<file path="src/rtl/emsg_decomp.sv">
// emsg_decomp: expands a compressed min-sum check-node message word into
// WC signed messages, emitted P per beat over WC/P beats.
//
// Ports:
//   clk        clock, rising edge
//   rst        asynchronous active-low reset
//   ecomp      {min1, min2, pos, sign[WC-1:0]}, MSB first
//   in_valid   ecomp holds a valid word
//   in_ready   word accepted when in_valid && in_ready at a rising edge
//   out_data   P messages, message j in bits [j*W +: W], two's complement
//   out_valid  out_data / out_beat / out_last are valid
//   out_ready  downstream accepts the current beat
//   out_beat   current beat index (beat b carries messages b*P .. b*P+P-1)
//   out_last   final beat of the word
//
// Build option: define EMSG_DECOMP_OFFSET_EN to subtract OFFSET from every
// magnitude (floored at zero) before the sign is applied.
module emsg_decomp #(
  parameter int W      = 6,
  parameter int WC     = 32,
  parameter int P      = 8,
  parameter int OFFSET = 1
) (
  input  logic                          clk,
  input  logic                          rst,
  input  logic [3*(W-1)+WC-1:0]         ecomp,
  input  logic                          in_valid,
  output logic                          in_ready,
  output logic [P*W-1:0]                out_data,
  output logic                          out_valid,
  input  logic                          out_ready,
  output logic [((WC/P)>1 ? $clog2(WC/P) : 1)-1:0] out_beat,
  output logic                          out_last
);

  localparam int MW = W - 1;
  localparam int CW = 3 * MW + WC;
  localparam int NB = WC / P;
  localparam int BW = (NB > 1) ? $clog2(NB) : 1;
  localparam int IW = (WC > 1) ? $clog2(WC) : 1;

  typedef enum logic {IDLE, SEND} state_t;

  state_t          state, state_nxt;
  logic            rdy_en;
  logic [BW-1:0]   beat;
  logic [MW-1:0]   min1_q, min2_q, pos_q;
  logic [WC-1:0]   sign_q;
  logic            last_beat;
  logic            accept;

  assign last_beat = (beat == BW'(NB - 1));
  assign accept    = in_valid && in_ready;
  assign out_beat  = beat;
  assign out_last  = out_valid && last_beat;

  always_comb begin
    state_nxt = state;
    in_ready  = 1'b0;
    out_valid = 1'b0;
    case (state)
      IDLE: begin
        // rdy_en keeps in_ready low until the first edge after reset release
        in_ready = rdy_en;
        if (in_valid && rdy_en) state_nxt = SEND;
      end
      SEND: begin
        out_valid = 1'b1;
        // a new word may only enter while the last beat is being consumed,
        // so the next word's beat 0 follows without a bubble
        in_ready  = last_beat && out_ready;
        if (out_ready && last_beat && !in_valid) state_nxt = IDLE;
      end
      default: state_nxt = IDLE;
    endcase
  end

  always_ff @(posedge clk or negedge rst) begin
    if (!rst) begin
      state  <= IDLE;
      rdy_en <= 1'b0;
    end else begin
      state  <= state_nxt;
      rdy_en <= 1'b1;
    end
  end

  always_ff @(posedge clk or negedge rst) begin
    if (!rst) begin
      beat   <= '0;
      min1_q <= '0;
      min2_q <= '0;
      pos_q  <= '0;
      sign_q <= '0;
    end else if (accept) begin
      beat   <= '0;
      min1_q <= ecomp[CW-1 -: MW];
      min2_q <= ecomp[CW-1-MW -: MW];
      pos_q  <= ecomp[WC +: MW];
      sign_q <= ecomp[WC-1:0];
    end else if (out_valid && out_ready) begin
      beat   <= last_beat ? '0 : beat + BW'(1);
    end
  end

  // Expansion is purely combinational from the latched fields and beat index,
  // so the outputs stay stable under backpressure and are zero after reset.
  logic [IW-1:0] idx;
  logic [MW-1:0] mag;
  logic [W-1:0]  msg;

  always_comb begin
    out_data = '0;
    idx      = '0;
    mag      = '0;
    msg      = '0;
    for (int unsigned j = 0; j < P; j++) begin
      idx = IW'(int'(beat) * P + int'(j));
      mag = (int'(pos_q) == int'(idx)) ? min2_q : min1_q;
`ifdef EMSG_DECOMP_OFFSET_EN
      mag = (int'(mag) > OFFSET) ? mag - MW'(OFFSET) : '0;
`endif
      msg = sign_q[idx] ? -{1'b0, mag} : {1'b0, mag};
      out_data[j*W +: W] = msg;
    end
  end

endmodule

</file>
<file path="config.mk">
export PLATFORM = sky130hd
export DESIGN_NAME = emsg_decomp
export DESIGN_NICKNAME = d
export VERILOG_FILES = /design/src/rtl/emsg_decomp.sv
export SDC_FILE = /design/constraint.sdc
export NUM_CORES = 1
export LEC_CHECK = 0
export BUFFER_PORTS_ARGS = -buffer_cell sky130_fd_sc_hd__clkbuf_2
export CORE_UTILIZATION = 37
export CTS_CLUSTER_SIZE = 40
export DETAILED_ROUTE_END_ITERATION = 7
export GPL_TIMING_DRIVEN = 0
export MAX_ROUTING_LAYER = met4
export PLACE_DENSITY = 0.56
export SLEW_MARGIN = 25
export SYNTH_ARGS = -nofsm -noshare
export SYNTH_HDL_FRONTEND = slang
export SYNTH_SLANG_ARGS = --single-unit
</file>
<file path="constraint.sdc">
create_clock -name clk -period 5 [get_ports clk]
set_input_delay 1 -clock clk [delete_from_list [all_inputs] [get_ports clk]]
set_output_delay 1 -clock clk [all_outputs]
set_load 0.05 [all_outputs]
</file>
==> impl_metrics.toml, run 1 <==
[synth]
synthesis.instances = 374
synth_top_area_cell = "dfrtp_1"
synth_seq_cells = 51
yosys_warnings = 0
synth_top_area_share_pct = 33.38
synth_area_per_cell_um2 = 10.22
synth_area_leaders = "dfrtp_1 (33%), mux2_2 (15%), xor2_1 (9.2%)"
syn-num-nets = 430
syn_area_um2 = 3824
yosysUniqueCellTypes = 38
synth_seq_area_share_pct = 33.38

[sta]
drv_slew = 0
whs_ns = 0.5067
setup_tns_ns = 0
rsz0062_at_grt = "no"
worstMarginPinSlew_ns = 0.7749
final-setup-viol-count = 0
post-route-min-period_ns = 4.256
timing.slew.headroom_pct = 48.34
hold_viol = 0
timing.final.ws_setup_ns = 0.7445
finalClockSkew_ns = 0.006008
period_share_pct = 85.11
fmax_mhz = 235.0

[setup_path]
critPathSlowestCell = "or4_4"
critPathRequiredTime_ns = 4.00
max_stage_delay_ns = 0.51
worstSetupStartpointType = "flop"
crit_fanout = 10
critPathKind = "flop to output port"
cp_data_arrival_time_ns = 3.26
end_kind = "output port"
cp_cell_sequence = "xor2_1 > buf_6 > or4_4 > buf_6 > mux2_4 > inv_1 > ha_1 > nor3b_1 > o41ai_1 > o211ai_2 > xor2_1 > clkbuf_2"

[grt]
grt_max_degree = 52
antenna_found_initial = 0
grt_pass1_wl_um = 16130
grtUsageTotal_pct = 19.60
grt_pass1_vias = 3050
grt_overflow = 0

[detailed_routing]
vias = 3117
drc = 0
drtAntennaViolNets = 0
drt-initial-drc-count = 125
dr.pass1.iters = 4
routed_wl_um = 10210
vias_per_cell = 5.044
routedWlPerCell_um = 16.51

[finish]
synthToLayoutAreaGrowth_pct = 21.30
finalInstanceArea_um2 = 4638
drive_gt1_share_pct = 40.21
diodes = 0
multi_input_area_um2 = 2340
fillCellCount = 977
seqCellArea_um2 = 1276
nNetsFinal = 540

[clock_network]
cts_hold_buf = 0
clkSlewWorstSetupHoldPaths_ns = 0.09
cts-root-buf = "clkbuf_8"
insertion_delay_ns = 0.30
cts_sinks = 51
tritoncts = "built"
numCtsBuffers = 5
cts_resized = 0
cts_buffer_depth = 2
post_cts_buffers = 0
htreeDepth = 2

[floorplanning]
fp.dieW_um = 103.7
core_um2 = 9910
placementRows = 36
die_area_um2 = 10740
die_h_um = 103.7
initial_core_util_pct = 38.59
io_pins = 104

[min_path]
hold_class = "flop to flop"

[place]
io_buffers = 103
place.gp.congestion = 0.8182
place_area_um2 = 4517
dp_hpwl_um = 7709
place_ws_ns = 1.063

[run]
maxCapViolCount = 0

[run_status]
status = "complete, no violations"
## cell usage in the layout (no fill, tap or decap), drive strengths merged, types with 11 or more instances in the layout
cell,n
buf,19
mux2,55
o21ai,13
inv,11
clkbuf,127
xor2,40
nand3,11
dfrtp,51
nand2,43
mux2i,32
## cell type report
| type | instances | share of cell area [%] |
|---|---|---|
| buffer | 37 | 3.858 |
| clock buffer | 6 | 1.780 |
| clock inverter | 2 | 0.8363 |
| inverter | 10 | 0.8093 |
| multi-input combinational | 276 | 50.45 |
| sequential | 51 | 27.52 |
| tap | 133 | 3.588 |
| timing repair buffer | 103 | 11.17 |
## worst paths after layout
kind | to | cells past startpoint | slack [ns] | start
worst max-delay path | out_data[28] | 12 | 0.74 | out_beat[0]
worst min-delay path | sign_q[20] | 1 | 0.51 | sign_q[20]
worst max register to register | sign_q[5] | 7 | 2.79 | out_beat[0]
worst min register to register | sign_q[20] | 1 | 0.51 | sign_q[20]
max in group asynchronous | out_beat[1] | 1 | 3.78 | rst
min in group asynchronous | sign_q[11] | 1 | 0.76 | rst
## sequential cells by signal, indices dropped and copies added (netlist names)
| signal | cells |
|---|---|
| min1_q | 5 |
| min2_q | 5 |
| out_beat | 2 |
| pos_q | 5 |
| rdy_en | 1 |
| sign_q | 32 |
| state | 1 |
## Yosys cell counts
cell	n
xnor2_1	6
or4_4	2
a21oi_1	7
mux2_4	3
nor4_1	2
or4_1	5
ha_1	5
nor3b_1	4
o41ai_1	4
mux4_2	8
nor2b_1	4
o211ai_1	2
dfrtp_1	51
and4_1	1
or3_1	2
clkbuf_1	18
buf_2	11
o211ai_2	2
nor4_2	1
o21ai_0	13
and2_1	2
nand3_1	11
nand4_1	1
buf_4	1
nor2_1	6
xor2_1	40
buf_1	4
mux2_2	52
conb_1	1
nand2b_1	2
and3_1	2
a21o_1	6
buf_6	3
nand2_1	43
inv_1	10
o311a_1	6
mux2i_1	32
or2_2	1
## kinds of logic (layout without fill, tap and decap cells)
family	Yosys count	count (layout)	share of synthesized area, %
buffers and inverters	47	158	5.661
multiplexers	95	95	29.58
other	1	1	0.09807
AO/OA/AOI/OAI	40	40	7.329
adder cells (fa/ha/maj)	5	5	1.636
AND/OR/NAND/NOR	89	89	11.78
flip-flops	51	51	33.38
XOR/XNOR	46	46	10.54
## metrics by stage
| step | instances | utilization (%) |
|---|---|---|
| 2_1_floorplan | 374 | - |
| 3_3_place_gp | 610 | 45.47 |
| 3_5_place_dp | 610 | 45.58 |
| 4_1_cts | 618 | 46.81 |
| 5_1_grt | 618 | 46.81 |
| 6_report | 618 | 46.81 |
## metal layers
| metal | vias to the layer above | global-route usage (%) | wire length [µm] | share of wire (%) |
|---|---|---|---|---|
| li1 | 1532 | - | - | - |
| met1 | 1480 | 26.80 | 4765 | 47 |
| met2 | 101 | 30.49 | 4789 | 47 |
| met3 | 4 | 3.713 | 602 | 5.9 |
| met4 | 0 | 3.673 | 48 | 0.47 |
| met5 | - | - | 0 | 0 |
## critical path: cells and delay by family, from the launching register on
family                   cells  cell delay [ns]
buffers and inverters        4             0.69
XOR/XNOR                     2             0.41
adder cells (fa/ha/maj)      1             0.17
AND/OR/NAND/NOR              2             0.71
multiplexers                 1             0.31
flip-flops                   1             0.45
AO/OA/AOI/OAI                2             0.22
Power of run 1 is not shown: default switching activity piles up to over one toggle a cycle in this logic, so the estimate is an artifact.
==> run 2: changes to the inputs <==
CELL_PAD_IN_SITES_DETAIL_PLACEMENT = 0   (was default)
CELL_PAD_IN_SITES_GLOBAL_PLACEMENT = 1   (was default)
PLACE_DENSITY = 0.71   (was 0.56)
==> run 2 against run 1 <==
Global-route usage grew 0.75 points; largest cell class unchanged; die area is the same; worst setup slack gained 0.010 ns; critical endpoint unchanged; utilization shrank 0.18 points.
==> impl_metrics.toml, run 2 (synthesis gave the netlist of run 1 again) <==
[run_status]
status = "complete, no violations"

[finish]
seqCellArea_um2 = 1276
largest_register_ffs = 32
nNetsFinal = 540
final_common_cell = "clkbuf_2"
synthToLayoutAreaGrowth_pct = 20.84
regMostFlops = "sign_q"
multi_input_area_um2 = 2340
fillCellCount = 996
drive_gt1_share_pct = 40.21
diodes = 0
final_cell_mix = "clkbuf_2 (102), mux2_2 (52), dfrtp_1 (51), nand2_1 (43), xor2_1 (40)"
layout.cells.non_filler = 618

[sta]
fmax_mhz = 235.6
timing.slew.headroom_pct = 45.93
setup_tns_ns = 0
rsz0062_at_grt = "no"
finalClockSkew_ns = 0.002202
period_share_pct = 84.90
worstMarginPinSlew_ns = 0.8111
drv_slew = 0
final-setup-viol-count = 0
post-route-min-period_ns = 4.245
hold_viol = 0

[clock_network]
cts_buffer_depth = 2
cts-root-buf = "clkbuf_8"
cts_hold_buf = 0
insertion_delay_ns = 0.30
clkSlewWorstSetupHoldPaths_ns = 0.09
cts_sinks = 51
post_cts_buffers = 0
htreeDepth = 2
cts_resized = 0
tritoncts = "built"
numCtsBuffers = 5

[detailed_routing]
routedWlPerCell_um = 16.74
dr.pass1.iters = 5
vias_per_cell = 5.023
vias = 3104
drc = 0
drtAntennaViolNets = 0
routed_wl_um = 10340
drt-initial-drc-count = 134

[setup_path]
end_kind = "output port"
startpoint = "out_beat[0]"
worstSetupStartpointType = "flop"
r2r_start = "out_beat[0]"
cp_data_arrival_time_ns = 3.25
r2r-end = "sign_q[7]"
critPathKind = "flop to output port"
crit_fanout = 10
ff2ff_path_depth = 7
endpoint = "out_data[28]"
critPathRequiredTime_ns = 4.00
regToRegSetupSlack_ns = 2.87

[grt]
grt_pass1_vias = 3086
grtUsageTotal_pct = 20.35
grt_overflow = 0
antenna_found_initial = 0
grt_max_degree = 52
grt_pass1_wl_um = 16640

[floorplanning]
core_um2 = 9910
fp.dieW_um = 103.7
die_area_um2 = 10740
placementRows = 36
initial_core_util_pct = 38.59
io_pins = 104
die_h_um = 103.7

[place]
dp_cells = 610
io_buffers = 103
place.gp.congestion = 0.8031
dp_hpwl_um = 7814

[run]
maxCapViolCount = 0

[min_path]
hold_class = "flop to flop"
run 2: cell types whose count changed in the layout (fill, tap and decap cells not counted), sizes merged:
cell / previous run / this run
clkbuf: 127 / 128
bufinv: 1 / 0
inv: 11 / 10
clkinvlp: 0 / 1
run 2: critical path: stages (launching register included):
cell      delay (ns)
dfrtp_1         0.46
xor2_1          0.21
buf_6           0.16
or4_4           0.51
buf_6           0.16
mux2_4          0.30
inv_1           0.06
ha_1            0.20
nor3b_1         0.20
o41ai_1         0.12
o211ai_2        0.09
xor2_1          0.16
clkbuf_2        0.30
run 2: worst min path at each step:
stage / start / end / depth (start not counted)
after floorplan: sign_q[23] / sign_q[23] / 1
after global placement: sign_q[4] / sign_q[4] / 1
after detailed placement: sign_q[0] / sign_q[0] / 1
after CTS: sign_q[16] / sign_q[16] / 1
after global routing: sign_q[13] / sign_q[13] / 1
final: sign_q[4] / sign_q[4] / 1
run 2: final cells by class:
cell class,count,share of cell area [%]
inverter,10,0.8123
clock buffer,7,2.085
sequential,51,27.62
buffer,37,3.872
clock inverter,1,0.1625
tap,133,3.601
timing repair buffer,103,11.21
multi-input combinational,276,50.64
run 2: per-stage QoR:
step | instance area [µm²] | setup WS, ns | hold slack [ns] | utilization (%)
final | 4621 | 0.7549 | 0.5098 | 46.63
after global routing | 4621 | 0.4895 | 0.5334 | 46.63
after CTS | 4621 | 0.7394 | 0.5125 | 46.63
after detailed placement | 4517 | 1.095 | 0.4883 | 45.58
after global placement | 4506 | 1.042 | 0.4827 | 45.47
after floorplan | 3824 | 0.5464 | 0.4739 | -
run 2: metal layers:
metal	GRT usage [%]	vias to the layer above	wire, µm
met5	-	-	0
li1	-	1531	-
met2	31.26	93	4702
met3	3.524	9	560
met4	4.898	0	108
met1	27.94	1471	4972
Power of run 2 is left out for the same reason.
==> run 3: changes to the inputs <==
ABC_AREA = 1   (was default)
CORE_UTILIZATION = 34   (was 37)
PLACE_DENSITY = 0.73   (was 0.71)
clock period = 3.4 ns   (was 5 ns; I/O delays follow)
==> run 3 against run 2 <==
Global-route usage shrank 1.7 points; synthesized cell count grew 43%; sequential share of layout area grew 0.11 points; clock skew grew 0.0049 ns; area after synthesis shrank 0.62%; via count grew 20%; non-clock buffer count shrank 23; first-iteration DRC count grew 25%; utilization shrank 4.2 points; critical path depth grew 2; critical endpoint is now out_data[16].
==> impl_metrics.toml, run 3 <==
[sta]
rsz0062_at_grt = "no"
whs_ns = 0.4351
final-setup-viol-count = 0
hold_viol = 0
period_share_pct = 92.48
fmax_mhz = 318.0
drv_slew = 0
finalClockSkew_ns = 0.007062
worstMarginPinSlew_ns = 0.7444
post-route-min-period_ns = 3.144
setup_tns_ns = 0
timing.slew.headroom_pct = 50.37

[floorplanning]
core_um2 = 10840
die_h_um = 107.7
placementRows = 38
die_area_um2 = 11600
initial_core_util_pct = 35.05
fp.dieW_um = 107.7
io_pins = 104

[finish]
layout.cells.non_filler = 787
final_cell_mix = "nand2_1 (177), clkbuf_2 (101), inv_1 (52), dfrtp_1 (51), nor2_1 (47)"
synthToLayoutAreaGrowth_pct = 21.11
final_common_cell = "nand2_1"
regMostFlops = "sign_q"
largest_register_ffs = 32
fillCellCount = 1205
diodes = 0
drive_gt1_share_pct = 29.21
finalInstanceArea_um2 = 4602
nNetsFinal = 702

[setup_path]
critPathKind = "flop to output port"
r2r-end = "sign_q[28]"
regToRegSetupSlack_ns = 1.29
max_stage_delay_ns = 0.44
crit_fanout = 10
r2r_start = "out_beat[0]"
cp_common_cell = "nand2_1"
worstSetupStartpointType = "flop"
cp_cell_sequence = "buf_4 > nand2_2 > nand2_4 > nor2_8 > nand2_2 > nand2_1 > o21ai_2 > ha_1 > nand3_1 > nand2_1 > nand2_1 > nand2_1 > inv_1 > clkbuf_2"
ff2ff_path_depth = 6
cp_data_arrival_time_ns = 2.46
critPathSlowestCell = "dfrtp_1"
end_kind = "output port"
critPathRequiredTime_ns = 2.72

[synth]
syn_area_um2 = 3800
synth_top_flop_cell = "dfrtp_1"
yosys_warnings = 0
synth_edf_count = 0
yosysUniqueCellTypes = 31
synth_top_area_cell = "dfrtp_1"
synth_adder_area_share_pct = 1.646
synth_compound_area_share_pct = 10.08
synth_top_family_by_area = "simple AND/OR/NAND/NOR gates"
synth_seq_cells = 51
synthesis.instances = 536
synthTopCellsByCount = "nand2_1 (177), inv_1 (52), dfrtp_1 (51)"
async_reset_ff_share_pct = 100.0
synth_seq_area_share_pct = 33.59
synth_area_per_cell_um2 = 7.089
synth.area.mux_share_pct = 9.483
synth_area_leaders = "dfrtp_1 (34%), nand2_1 (17%), mux2_2 (9.5%)"
synthSimpleGateAreaFrac_pct = 34.67
synth_top_area_share_pct = 33.59
synth_xor_area_share_pct = 2.074
synth_most_common_cell = "nand2_1"
syn-num-nets = 592

[detailed_routing]
dr.pass1.iters = 7
vias = 3737
vias_per_cell = 4.748
drtAntennaViolNets = 0
routed_wl_um = 10240
routedWlPerCell_um = 13.01
drc = 0
drt-initial-drc-count = 167

[clock_network]
cts_sinks = 51
post_cts_buffers = 0
htreeDepth = 2
cts_buffer_depth = 2
insertion_delay_ns = 0.30
clkSlewWorstSetupHoldPaths_ns = 0.10
cts-root-buf = "clkbuf_8"
tritoncts = "built"
numCtsBuffers = 5

[place]
io_buffers = 103
dp_cells = 779
place.gp.congestion = 0.8454
place_area_um2 = 4493
dp_hpwl_um = 8071

[grt]
grtUsageTotal_pct = 18.68
grt_pass1_wl_um = 16380
gr-max-usage-layer = "met2"
antenna_found_initial = 0
grt_use_met2_pct = 31.14
grt_max_degree = 52
grtUsageMet1_pct = 24.02
grtUsageMet3_pct = 2.542
grt_pass1_vias = 3424
grt_overflow = 0

[min_path]
hold_class = "input pin to async pin"

[run]
maxCapViolCount = 0

[run_status]
status = "complete, no violations"
==> run 3: changes by cell type in the layout (fill, tap and decap cells not counted), moves of 9 or more <==
cell and change:
o21ai_1 +13, mux2i_1 -32, inv_1 +42, xor2_1 -31, nand3_1 +28, nor2_1 +41
nand2_2 +10, mux2_2 -20, nand2_1 +134, o21ai_0 +9, clkbuf_1 -15, a21oi_1 +9
==> run 3: worst max-delay path by stage <==
stage	start	to	depth (start not counted)
after floorplan	out_beat[0]	out_data[41]	10
after global placement	out_beat[1]	out_data[4]	14
after detailed placement	out_beat[1]	out_data[4]	14
after CTS	out_beat[1]	out_data[28]	14
after global routing	out_beat[1]	out_data[4]	15
final	out_beat[0]	out_data[16]	14
==> run 3: critical path: cells and delay by family (launching register included) <==
| family | cells | cell delay (ns) |
|---|---|---|
| flip-flops | 1 | 0.44 |
| buffers and inverters | 3 | 0.49 |
| AND/OR/NAND/NOR | 9 | 0.88 |
| AO/OA/AOI/OAI | 1 | 0.09 |
| adder cells (fa/ha/maj) | 1 | 0.24 |
==> run 3: metal layers <==
metal  wire length, µm  up-vias
li1                  -     1938
met1              4843     1707
met2              4780       88
met3               562        4
met4                53        0
met5                 0        -
==> run 3: what timing repair did <==
| action | CTS | global route |
|---|---|---|
| endpoints found under the setup margin | 0 | 4 |
| gates resized for setup | 0 | 6 |
| hold buffers | 0 | 0 |
==> run 3: layout make-up <==
| class | count | area [µm²] | share of cell area, % |
|---|---|---|---|
| multi-input combinational | 413 | 2226 | 48.37 |
| sequential | 51 | 1276 | 27.73 |
| timing repair buffer | 103 | 518.0 | 11.26 |
| inverter | 58 | 220.2 | 4.785 |
| tap | 140 | 175.2 | 3.806 |
| buffer | 14 | 97.59 | 2.121 |
| clock buffer | 6 | 72.57 | 1.577 |
| clock inverter | 2 | 16.27 | 0.3535 |
==> run 3: logic make-up (layout without fill, tap and decap cells) <==
| kind of cell | count (synthesis) | after routing |
|---|---|---|
| flip-flops | 51 | 51 |
| other | 1 | 1 |
| AO/OA/AOI/OAI | 68 | 68 |
| buffers and inverters | 72 | 183 |
| multiplexers | 32 | 32 |
| AND/OR/NAND/NOR | 298 | 298 |
| XOR/XNOR | 9 | 9 |
| adder cells (fa/ha/maj) | 5 | 5 |
==> run 3: per-stage QoR <==
step                      util, %  setup WS [ns]
after CTS                   42.27         0.2209
final                       42.45         0.2558
after detailed placement    41.45         0.5825
after global placement      41.42         0.5736
after floorplan                 -        0.03077
after global routing        42.45        0.01569
Power of run 3 is left out for the same reason.
